**src/rtl/uart_receiver.sv**
```systemverilog
// uart_receiver
//   8N1 UART receiver: 1 start bit, 8 data bits LSB-first, 1 stop bit, idle-high line.
//   The line is oversampled on clock_enable ticks and every bit is sampled at mid-bit.
//   Received bytes are offered on a valid/ready handshake. Framing errors and overruns
//   are reported as single-cycle pulses.
//
//   Build option: UART_RX_SYNC_EN
//     defined   - rx passes through a 2-flop synchroniser before the FSM (2 cycles of latency)
//     undefined - rx is used directly and must already be synchronous to CLKIN
//
//   Ports
//     CLKIN          in   clock; all state updates on posedge
//     RESETN         in   asynchronous active-low reset
//     clock_enable   in   oversample tick; bit timing advances only when high
//     rx             in   serial line, idle high
//     data[7:0]      out  received byte, stable while valid is high
//     valid          out  byte available, held until accepted
//     ready          in   consumer accepts data on a posedge with valid && ready
//     framing_error  out  1-cycle pulse: stop bit sampled low
//     overrun        out  1-cycle pulse: new byte dropped, previous still unaccepted
//     busy           out  high whenever the FSM is not in IDLE
//
//   state | meaning
//   ------+---------------------------------------------------------------
//   IDLE  | line idle, waiting for a low level (start edge)
//   START | counting to mid start bit, then confirming it is still low
//   DATA  | sampling 8 data bits, one every OVERSAMPLE ticks
//   STOP  | sampling the stop bit; delivers the byte or flags framing error
//   BREAK | stop bit was low; waiting for the line to return high

module uart_receiver #(
    parameter int OVERSAMPLE = 4
) (
    input  logic       CLKIN,
    input  logic       RESETN,
    input  logic       clock_enable,
    input  logic       rx,
    output logic [7:0] data,
    output logic       valid,
    input  logic       ready,
    output logic       framing_error,
    output logic       overrun,
    output logic       busy
);

    localparam int HALF = OVERSAMPLE / 2;
    localparam int CW   = $clog2(OVERSAMPLE);
    localparam logic [CW-1:0] CNT_HALF = CW'(HALF - 1);
    localparam logic [CW-1:0] CNT_LAST = CW'(OVERSAMPLE - 1);

    typedef enum logic [2:0] {
        IDLE  = 3'd0,
        START = 3'd1,
        DATA  = 3'd2,
        STOP  = 3'd3,
        BREAK = 3'd4
    } state_t;

    state_t        state;
    logic [CW-1:0] cnt;
    logic [2:0]    idx;
    logic [7:0]    data_sh;
    logic          rx_s;

`ifdef UART_RX_SYNC_EN
    logic [1:0] rx_sync;

    always_ff @(posedge CLKIN or negedge RESETN) begin
        if (!RESETN) begin
            rx_sync <= 2'b11;
        end else begin
            rx_sync <= {rx_sync[0], rx};
        end
    end

    assign rx_s = rx_sync[1];
`else
    assign rx_s = rx;
`endif

    assign busy = (state != IDLE);

    always_ff @(posedge CLKIN or negedge RESETN) begin
        if (!RESETN) begin
            state         <= IDLE;
            cnt           <= '0;
            idx           <= 3'd0;
            data_sh       <= 8'h00;
            data          <= 8'h00;
            valid         <= 1'b0;
            framing_error <= 1'b0;
            overrun       <= 1'b0;
        end else begin
            framing_error <= 1'b0;
            overrun       <= 1'b0;

            // Handshake runs at full clock rate; a delivery below overrides this.
            if (valid && ready) begin
                valid <= 1'b0;
            end

            if (clock_enable) begin
                unique case (state)
                    IDLE: begin
                        if (!rx_s) begin
                            state <= START;
                            cnt   <= '0;
                        end
                    end
                    START: begin
                        if (cnt == CNT_HALF) begin
                            cnt   <= '0;
                            idx   <= 3'd0;
                            // Line back high at mid start bit: treat as a glitch.
                            state <= rx_s ? IDLE : DATA;
                        end else begin
                            cnt <= cnt + 1'b1;
                        end
                    end
                    DATA: begin
                        if (cnt == CNT_LAST) begin
                            cnt          <= '0;
                            data_sh[idx] <= rx_s;
                            if (idx == 3'd7) begin
                                state <= STOP;
                            end else begin
                                idx <= idx + 3'd1;
                            end
                        end else begin
                            cnt <= cnt + 1'b1;
                        end
                    end
                    STOP: begin
                        if (cnt == CNT_LAST) begin
                            cnt <= '0;
                            if (rx_s) begin
                                state <= IDLE;
                                // Holding register is free if empty or being drained on this edge.
                                if (!valid || ready) begin
                                    data  <= data_sh;
                                    valid <= 1'b1;
                                end else begin
                                    overrun <= 1'b1;
                                end
                            end else begin
                                framing_error <= 1'b1;
                                state         <= BREAK;
                            end
                        end else begin
                            cnt <= cnt + 1'b1;
                        end
                    end
                    BREAK: begin
                        if (rx_s) begin
                            state <= IDLE;
                        end
                    end
                    default: state <= IDLE;
                endcase
            end
        end
    end

endmodule
```
**config.mk**
```make
export PLATFORM = sky130hd
export DESIGN_NAME = uart_receiver
export DESIGN_NICKNAME = d
export VERILOG_FILES = /design/src/rtl/uart_receiver.sv
export SDC_FILE = /design/constraint.sdc
export NUM_CORES = 1
export LEC_CHECK = 0
export CAP_MARGIN = 20
export CORE_MARGIN = 3
export CORE_UTILIZATION = 58
export CTS_CLUSTER_SIZE = 10
export DETAILED_ROUTE_END_ITERATION = 8
export PLACE_DENSITY_LB_ADDON = 0.3
export SYNTH_ARGS = -nofsm -noshare
export SYNTH_HDL_FRONTEND = slang
export SYNTH_SLANG_ARGS = --single-unit
```
**constraint.sdc**
```tcl
create_clock -name CLKIN -period 3.36 [get_ports CLKIN]
set_input_delay 0.504 -clock CLKIN [delete_from_list [all_inputs] [get_ports CLKIN]]
set_output_delay 0.504 -clock CLKIN [all_outputs]
set_load 0.1 [all_outputs]
```
==> flow_summary.yaml <==
detailed_routing:
  ant_nets: 0
  met3_length_um: 83
  finalWirelength_mm: 2.27
  wl_met2_mm: 1.13
  drt_first_pass_iters: 5
  drt-met1-wl_mm: 1.03
  drtIter0Drc: 5
  top_layer: "met4"
  routedWlPerCell_um: 14.6
  vias: 870
  drc: 0
  via_per_inst: 5.58
setup_path:
  crit_buf_inv: 1
  worstSetupEndpointType: "output pin"
  critical-path-slowest-cell: "clkdlybuf4s50_1"
  crit_chain: "clkdlybuf4s50_1"
  required_ns: 2.86
  cpLargestDelayFamily: "buffers and inverters"
  worstSetupPathType: "reg -> out"
  path_max_fanout: 2
  arrival_ns: 1.84
  start_kind: "register"
  cpPeakStageDelay_ns: 1.13
power_and_ir_drop:
  p_comb_frac: 0.341
  clkPwrFrac: 0.158
  leakage_nw: 0.762
  ir_drop_uv: 441
  finalPower_uw: 883
  internal_power_uw: 534
  p_sw_uw: 350
  powerDensity_mw_per_mm2: 571
  swShare: 0.396
  p_seq_frac: 0.501
clock_tree:
  clock_sinks: 27
  ctsHoldBuffers: 0
  cts_buffers: 3
  clkTransAtPathRegs_ns: 0.14
  cts_buffer_depth: 2
  cts_tree: "built"
  ctsHtreeMaxLevel: 1
  cts_resized: 0
  cts_setup_buffers: 0
  cts_root_buffer: "clkbuf_4"
  insertion_delay_ns: 0.33
cells_and_area:
  area_growth_pct: 14.7
  seq_area_sq_um: 676
  final_net_count: 140
  antenna_cells: 0
  post-route-util: 0.743
  multi_input_area_sq_um: 627
  drive_above_1_share: 0.0853
  n_fill_cell: 141
timing:
  fin_crit_ns: 2.34
  setup_viol: 0
  rsz0062_at_grt: "false"
  finClkSkew_ns: 0.00992
  period_share: 0.697
  max_freq_mhz: 427
  finalSetupTns_ns: 0
  worst_slew_pin_slew_ns: 0.970
  hold_violations: 0
  slew_violations: 0
  max-slew-margin-rel: 0.351
synth:
  synth.top_cell.area_share: 0.501
  ys_types: 35
  synthCells: 114
  ys_seq_area_frac: 0.501
  synth_edf_count: 0
  ys_ff_latch: 27
  netlist_area_sq_mm: 0.00135
  synthArstFlopShare: 1.00
  ys_warn_count: 0
  synth_area_leaders: "dfrtp_1 50%, mux2_1 14%, mux2i_1 5.2%"
  synth.avg_cell_area_sq_um: 11.8
  netlist.top_cell.by_area: "dfrtp_1"
  synth_nets: 124
  synth_ff_type: "dfrtp_1"
grt:
  grt_pass1_wl_mm: 4.27
  antenna_found_initial: 0
  grt_pass1_vias: 968
  grt.total_usage: 0.199
  grt_max_degree: 28
  gr-total-overflow: 0
floorplan:
  ios: 17
  rows: 16
  start_util: 0.648
  die_area_sq_mm: 0.00294
  fp.dieW_um: 54.2
  dieHeight_um: 54.2
  coreArea_sq_mm: 0.00208
status:
  status: "finished clean"
placement:
  numPortBuffers: 16
  gp_congestion: 0.744
  dp_hpwl_mm: 1.71
hold_path:
  min_path_type: "reg -> reg"
run:
  maxCapViolCount: 0
-- cell type report --
cell class / count / area share
inverters: 5 / 0.0121
well taps: 27 / 0.0218
clock buffers: 3 / 0.0146
clock inverters: 1 / 0.00323
multi-input cells: 76 / 0.405
repair buffers: 17 / 0.107
flip-flops and latches: 27 / 0.437
-- Yosys cell counts, drive strengths merged (3+ instances only) --
cell type  count
mux2i          7
ha             5
o21ai          6
nand3          3
dfrtp         27
inv            5
nand2b         4
nor2           7
nand2          5
mux2          18
buf            4
-- cells in the final DEF, fill, tap and decap left out, types with 2 or more instances in the layout --
master,n
dfrtp_1,27
nand2b_1,4
nand3_1,3
nor2_1,7
buf_4,2
clkdlybuf4s50_1,15
ha_1,5
nand2_1,4
mux2_1,17
inv_1,5
o21ai_0,4
o21ai_1,2
clkbuf_4,3
a21oi_1,2
mux2i_1,7
-- metrics by stage --
step / std cells / setup slack (ns) / cell area, sq um / hold slack (ns)
floorplan: 114 / 1.46 / 1350 / 0.208
global placement: 152 / 1.02 / 1520 / 0.460
detailed placement: 152 / 0.961 / 1520 / 0.475
CTS: 156 / 1.00 / 1550 / 0.506
global route: 156 / 0.947 / 1550 / 0.524
finish: 156 / 1.02 / 1550 / 0.502
-- metal layers --
metal / vias up / GRT usage
met3: 3 / 0.0381
met5: - / 0
li1: 437 / -
met1: 415 / 0.258
met4: 0 / 0.0539
met2: 15 / 0.341
-- registers in the layout, summed over array words and instances, names as in the netlist --
| signal | flops |
|---|---|
| framing_error | 1 |
| valid | 1 |
| data_sh | 8 |
| idx | 3 |
| data | 8 |
| state | 3 |
| overrun | 1 |
| cnt | 2 |
-- cells by family after synthesis --
family                     count (synthesis)  share of synthesized area
AOI/OAI and AO/OA                         12                     0.0538
adders and majority gates                  5                     0.0464
buffers and inverters                     11                     0.0343
muxes                                     25                      0.202
DFF                                       27                      0.501
and+or+nand+nor                           34                      0.162
-- worst paths after layout --
| kind | start | end | slack [ns] | cells past startpoint |
|---|---|---|---|---|
| min in group asynchronous | RESETN | state[1] | 0.53 | 2 |
| worst max register to register | cnt[0] | data[3] | 1.39 | 4 |
| max in group asynchronous | RESETN | data[1] | 2.58 | 2 |
| worst max-delay path | data[5] | data[5] | 1.02 | 1 |
| worst min-delay path | data[7] | data[7] | 0.50 | 1 |
| worst min register to register | data[7] | data[7] | 0.50 | 1 |
-- worst reg2reg max path, stage by stage, from the launching register on --
cell,delay [ns]
dfrtp_1,0.42
ha_1,0.35
and4b_1,0.28
and4_1,0.45
mux2_1,0.37
-- power by group through the flow --
stage	Sequential (mW)	Clock [mW]	Combinational (mW)
floorplan	0.422	0	0.254
global placement	0.444	0	0.289
CTS	0.442	0.143	0.305
detailed placement	0.449	0	0.303
global route	0.454	0.159	0.335
finish	0.443	0.139	0.301
No activity file was read; power rests on OpenSTA's default activity.
